**config.mk**
```make
export PLATFORM = sky130hd
export DESIGN_NAME = button_debouncer_flat
export DESIGN_NICKNAME = d
export VERILOG_FILES = /design/src/rtl/button_debouncer_if.sv /design/src/rtl/button_debouncer.sv /design/src/flat_wrapper.sv
export SDC_FILE = /design/constraint.sdc
export NUM_CORES = 1
export LEC_CHECK = 0
export CAP_MARGIN = 20
export CORE_MARGIN = 2
export CORE_UTILIZATION = 60
export CTS_BUF_LIST = sky130_fd_sc_hd__clkbuf_8
export DETAILED_ROUTE_END_ITERATION = 12
export HOLD_SLACK_MARGIN = 0.03
export PLACE_DENSITY = 0.79
export SETUP_SLACK_MARGIN = 0.3
export SLEW_MARGIN = 20
export SYNTH_ARGS = -nofsm -noshare
export SYNTH_HDL_FRONTEND = slang
export SYNTH_SLANG_ARGS = --single-unit
```
**constraint.sdc**
```tcl
create_clock -name clk -period 2.1 [get_ports clk]
set_input_delay 0.21 -clock clk [delete_from_list [all_inputs] [get_ports clk]]
set_output_delay 0.21 -clock clk [all_outputs]
set_load 0.1 [all_outputs]
```
**src/rtl/button_debouncer_if.sv**
```systemverilog
// Board-button side of the debouncer: raw pins in, clean levels and strobes out.
// The master drives the raw pins; the debouncer is the slave.
interface button_debouncer_if;
  logic btn_sum_raw;
  logic btn_res_raw;
  logic sum;
  logic res;
  logic sum_press;
  logic sum_release;
  logic res_press;
  logic res_release;

  modport master (
    output btn_sum_raw, btn_res_raw,
    input  sum, res, sum_press, sum_release, res_press, res_release
  );

  modport slave (
    input  btn_sum_raw, btn_res_raw,
    output sum, res, sum_press, sum_release, res_press, res_release
  );
endinterface

```
**src/rtl/button_debouncer.sv**
```systemverilog
// Two independent push-button channels: polarity normalize, 2-flop synchronize,
// then a stability-count filter producing a clean level plus press/release strobes.
module button_debouncer #(
  parameter int STABLE_CYCLES = 240000,
  parameter bit ACTIVE_LOW    = 1'b1
) (
  input logic               clk,
  input logic               reset,
  button_debouncer_if.slave bus
);

  localparam int CW = (STABLE_CYCLES > 1) ? $clog2(STABLE_CYCLES) : 1;
  localparam logic [CW-1:0] CNT_MAX = CW'(STABLE_CYCLES - 1);

  logic [1:0] raw;
  assign raw = {bus.btn_res_raw, bus.btn_sum_raw};

  for (genvar ch = 0; ch < 2; ch++) begin : g_ch
    logic          n;
    logic          sync1_q, sync1_d;
    logic          sync2_q, sync2_d;
    logic [CW-1:0] cnt_q,   cnt_d;
    logic          out_q,   out_d;
    logic          press_q, press_d;
    logic          rel_q,   rel_d;

    assign n = ACTIVE_LOW ? ~raw[ch] : raw[ch];

    always_comb begin
      // NOTE: every always_comb output gets a default first so no path infers a latch.
      sync1_d = n;
      sync2_d = sync1_q;
      cnt_d   = cnt_q;
      out_d   = out_q;
      press_d = 1'b0;
      rel_d   = 1'b0;

      if (sync2_q == out_q) begin
        cnt_d = '0;
      end else if (cnt_q == CNT_MAX) begin
        out_d   = sync2_q;
        cnt_d   = '0;
        press_d = sync2_q;
        rel_d   = ~sync2_q;
      end else begin
        cnt_d = cnt_q + CW'(1);
      end
    end

    // NOTE: reset is synchronous here (no reset in the sensitivity list); flops use <= only.
    always_ff @(posedge clk) begin
      if (!reset) begin
        sync1_q <= 1'b0;
        sync2_q <= 1'b0;
        cnt_q   <= '0;
        out_q   <= 1'b0;
        press_q <= 1'b0;
        rel_q   <= 1'b0;
      end else begin
        sync1_q <= sync1_d;
        sync2_q <= sync2_d;
        cnt_q   <= cnt_d;
        out_q   <= out_d;
        press_q <= press_d;
        rel_q   <= rel_d;
      end
    end
  end

  assign bus.sum         = g_ch[0].out_q;
  assign bus.sum_press   = g_ch[0].press_q;
  assign bus.sum_release = g_ch[0].rel_q;
  assign bus.res         = g_ch[1].out_q;
  assign bus.res_press   = g_ch[1].press_q;
  assign bus.res_release = g_ch[1].rel_q;

endmodule

```
**src/flat_wrapper.sv**
```systemverilog
// flat-port wrapper written by rule: the top's interface ports become plain ports
module button_debouncer_flat 
#(
  parameter int STABLE_CYCLES = 240000,
  parameter bit ACTIVE_LOW    = 1'b1
)
  (clk, reset, bus_btn_sum_raw, bus_btn_res_raw, bus_sum, bus_res, bus_sum_press, bus_sum_release, bus_res_press, bus_res_release);
  button_debouncer_if bus_i ();
  input logic clk;
  input logic reset;
  input wire logic [$bits(bus_i.btn_sum_raw)-1:0] bus_btn_sum_raw;
  input wire logic [$bits(bus_i.btn_res_raw)-1:0] bus_btn_res_raw;
  output wire logic [$bits(bus_i.sum)-1:0] bus_sum;
  output wire logic [$bits(bus_i.res)-1:0] bus_res;
  output wire logic [$bits(bus_i.sum_press)-1:0] bus_sum_press;
  output wire logic [$bits(bus_i.sum_release)-1:0] bus_sum_release;
  output wire logic [$bits(bus_i.res_press)-1:0] bus_res_press;
  output wire logic [$bits(bus_i.res_release)-1:0] bus_res_release;
  assign bus_i.btn_sum_raw = bus_btn_sum_raw;
  assign bus_i.btn_res_raw = bus_btn_res_raw;
  assign bus_sum = bus_i.sum;
  assign bus_res = bus_i.res;
  assign bus_sum_press = bus_i.sum_press;
  assign bus_sum_release = bus_i.sum_release;
  assign bus_res_press = bus_i.res_press;
  assign bus_res_release = bus_i.res_release;
  button_debouncer #(.STABLE_CYCLES(STABLE_CYCLES), .ACTIVE_LOW(ACTIVE_LOW)) u_core (.clk(clk), .reset(reset), .bus(bus_i));
endmodule
```
==> key figures <==
Setup path
  – Crit Path Class: flop to flop
  – Worst Setup End Kind: flop
  – Slowest cell on the critical path: dfxtp_1
  – WP buf/inv: 0
  – Slowest stage delay, CP: 0.45 ns
  – Max FO, Critical Path: 7
  – CP cell instances: nand4_2, or3_4, or4_1, a21oi_1
  – Delay-heaviest family, CP: simple AND/OR/NAND/NOR gates
  – Worst Path Required: 2.33 ns
  – Worst path arrival time: 1.92 ns
  – Crit start category: flop

Logic synthesis
  – Synth Area in Compound Gates: 0.03440
  – Largest family of logic cells by synthesized area: simple AND/OR/NAND/NOR gates
  – Synth Cell Area: 2037 um2
  – Ys flop type: dfxtp_1
  – Post-synthesis xor/xnor area fraction: 0.1290
  – YS warnings: 0
  – Post-synthesis adder-cell area fraction: 0.01229
  – Post-synth top cells: dfxtp_1, nor2_1, nand3_1
  – Synth area leader: dfxtp_1
  – Post-synth cell types: 36
  – Top cell type's share of synthesized area: 0.4521
  – Number of synthesized flops with an enable pin: 0
  – Count of state elements after synthesis: 46
  – Synth Area in Simple Gates: 0.3274
  – Register area share after synthesis: 0.4521
  – Total nets after synthesis: 236
  – Main area contributors after synthesis: dfxtp_1, xnor2_1, nor2_1
  – Mapped Cells: 230
  – Post-synth ARST share: 0
  – Mux cell area share after synthesis: 0.009828
  – Synthesized area per cell: between 8 and 9 um2
  – Most common cell in the netlist: dfxtp_1

Power
  – Internal power: between 1000 and 1500 uW
  – Sw frac: 0.1776
  – Sequential share of power: 0.519
  – Gate power share: 0.013
  – Tot Pwr: roughly 1700 uW
  – Sw power: 301.1 uW
  – Worst ir drop on vdd: 365.7 uV
  – Pwr dens: 742.8 nW/um2
  – Clock share of power: 0.468
  – Leakage: 0.0007231 uW

Timing
  – Tmin final: approximately 1.7 ns
  – Fin crit share: 0.8069
  – Slew @ Worst Pin: 0.4231 ns
  – Setup Skew: 0.007894 ns
  – Final Setup Violations: 0
  – Max Fclk: 590.2 MHz
  – Hold Violations, Final: 0
  – Rel. slew slack: 0.7154
  – RSZ-0062 raised after global routing: false
  – WHS: 0.4462 ns
  – Max Transition Viols Final: 0
  – Final TNS setup: 0 ns

Clock network
  – H-tree levels: 2
  – Longest Clk Path Bufs: 2
  – Clock latency at the later pin of the worst-skew pair: about 0.3 ns
  – CTS Sinks: 46
  – Total CTS buffers: 5
  – Hold-fix buffer count after cts: 0
  – Postcts setup bufs: 0
  – Resized Gates After CTS: 0
  – Worst-path clk slew: around 0.080 ns
  – CTS tree: built
  – Clk root buf: clkbuf_8

Placed design
  – Inst Count DP: 277
  – Final Wtd Congestion: 0.9188
  – Post-DP HPWL: 2488 um
  – IO Port Bufs: 9
  – Placed Area: 2138 um2

Floorplan
  – Chip width: roughly 62 um
  – Core footprint: between 3000 and 4000 um2
  – Die Area: 3877 um2
  – # rows: 21
  – I/O pins: 10
  – Initial Utilization: 0.6153
  – Die H: 62.27 um

Layout
  – Share of cells above drive strength 1: 0.1130
  – Area grow syn2layout: 12.04%
  – Non-Filler Instances: between 200 and 300
  – Cell area after layout: roughly 2300 um2
  – FILL cells: 285
  – Final net count: between 200 and 250
  – ANT cells: 0

Global route
  – Met1 Track Usage GR: 0.2430
  – Vias in the first global route: 1515
  – Pin count of the biggest net entering global routing: 19
  – Initial antenna violation count: 0
  – GRT met3 Usage: 0.04348
  – First-pass GRT wire length: 6396 um
  – Grt peak-use layer: met2
  – M2 GR Usage: 0.3519
  – Grt ovf: 0
  – GRT Total Usage: 0.2061

Route
  – ANT nets after route: 0
  – DRT Wirelength: 3613 um
  – 1st-pass router iterations: 4
  – Drc violations: 0
  – Vias per cell: 5.572
  – Initial DRC Count: 116
  – Vias: approximately 1600
  – Drt wl/cell: ~13 um

Flow run
  – Max-cap violation count: 0

Run status
  – Status: finished clean

Min path
  – HP Class: input port to flop
power groups by stage:
| stage | sequential, uW | combinational, uW | clock [uW] |
|---|---|---|---|
| floorplan | 899 | 13.0 | 0 |
| global placement | 900 | 21.4 | 0 |
| detailed placement | 900 | 21.9 | 0 |
| CTS | 880 | 22.4 | 809 |
| global route | 881 | 24.8 | 842 |
| finish | 880 | 21.8 | 794 |
area by class of cell:
class                   count  area (um2)  area share
clock buffers               6       82.58     0.03618
clock inverters             2       60.06     0.02632
inverters                   6       22.52    0.009868
multi-input cells         168        1046      0.4583
flip-flops and latches     46       923.4      0.4046
well taps                  46       57.56     0.02522
repair buffers             11       90.09     0.03947
worst paths after layout:
| check | cells after the start | endpoint | slack (ns) | start |
|---|---|---|---|---|
| setup / recovery | 4 | u_core.g_ch[0].cnt_q[17]$_SDFF_PP0_ | 0.41 | u_core.g_ch[0].cnt_q[6]$_SDFF_PP0_ |
| hold / removal | 2 | u_core.g_ch[1].sync1_q$_SDFF_PN0_ | 0.45 | bus_btn_res_raw |
| setup reg to reg | 4 | u_core.g_ch[0].cnt_q[17]$_SDFF_PP0_ | 0.41 | u_core.g_ch[0].cnt_q[6]$_SDFF_PP0_ |
| hold reg to reg | 1 | u_core.g_ch[1].sync2_q$_SDFF_PN0_ | 0.45 | u_core.g_ch[1].sync1_q$_SDFF_PN0_ |
metal layers:
layer	vias up	share of wire	wire, um
met5	-	0	0
met4	0	0.021	76
met3	8	0.035	125
met2	38	0.47	1712
met1	734	0.47	1698
li1	808	-	-
sequential cells by signal, summed over array words and instances (netlist names):
register and count:
u_core.g_ch.cnt_q 36, u_core.g_ch.sync1_q 2, u_core.g_ch.sync2_q 2, u_core.bus.res 1, u_core.bus.res_press 1, u_core.bus.res_release 1, u_core.bus.sum 1, u_core.bus.sum_press 1
u_core.bus.sum_release 1
layout by cell type, fill, tap and decap left out:
master / count
dfxtp_1: 44
nor2_1: 39
nand3_1: 19
xnor2_1: 18
nand2_1: 15
xor2_1: 12
nand4_1: 10
nor4_1: 8
buf_4: 8
nor3_1: 7
inv_1: 6
clkbuf_8: 6
a21oi_1: 4
or4_1: 3
and4b_1: 3
o21ai_0: 3
or3_1: 3
clkdlybuf4s50_1: 3
nand4_2: 2
and2_1: 2
nor2b_1: 2
mux2i_1: 2
and3_1: 2
ha_1: 2
bufinv_16: 2
dfxtp_2: 2
and4_1: 1
o21bai_2: 1
nand4b_1: 1
nor4_4: 1
and2_2: 1
and4_2: 1
and4b_2: 1
nor4bb_1: 1
a21boi_0: 1
or3_4: 1
o31ai_1: 1
o21ai_2: 1
per-stage QoR:
step             util  setup slack [ns]
2_1_floorplan       -            0.4660
3_3_place_gp   0.6459            0.4831
3_5_place_dp   0.6459            0.4333
4_1_cts        0.6890            0.4102
5_1_grt        0.6893            0.3090
6_report       0.6893            0.4055
cell families after synthesis:
| family | Yosys count |
|---|---|
| XOR/XNOR | 30 |
| adder cells (fa/ha/maj) | 2 |
| AO/OA/AOI/OAI | 11 |
| AND/OR/NAND/NOR | 123 |
| buffers and inverters | 16 |
| flip-flops | 46 |
| multiplexers | 2 |
Note: power is estimated with default switching activity, not from simulation.
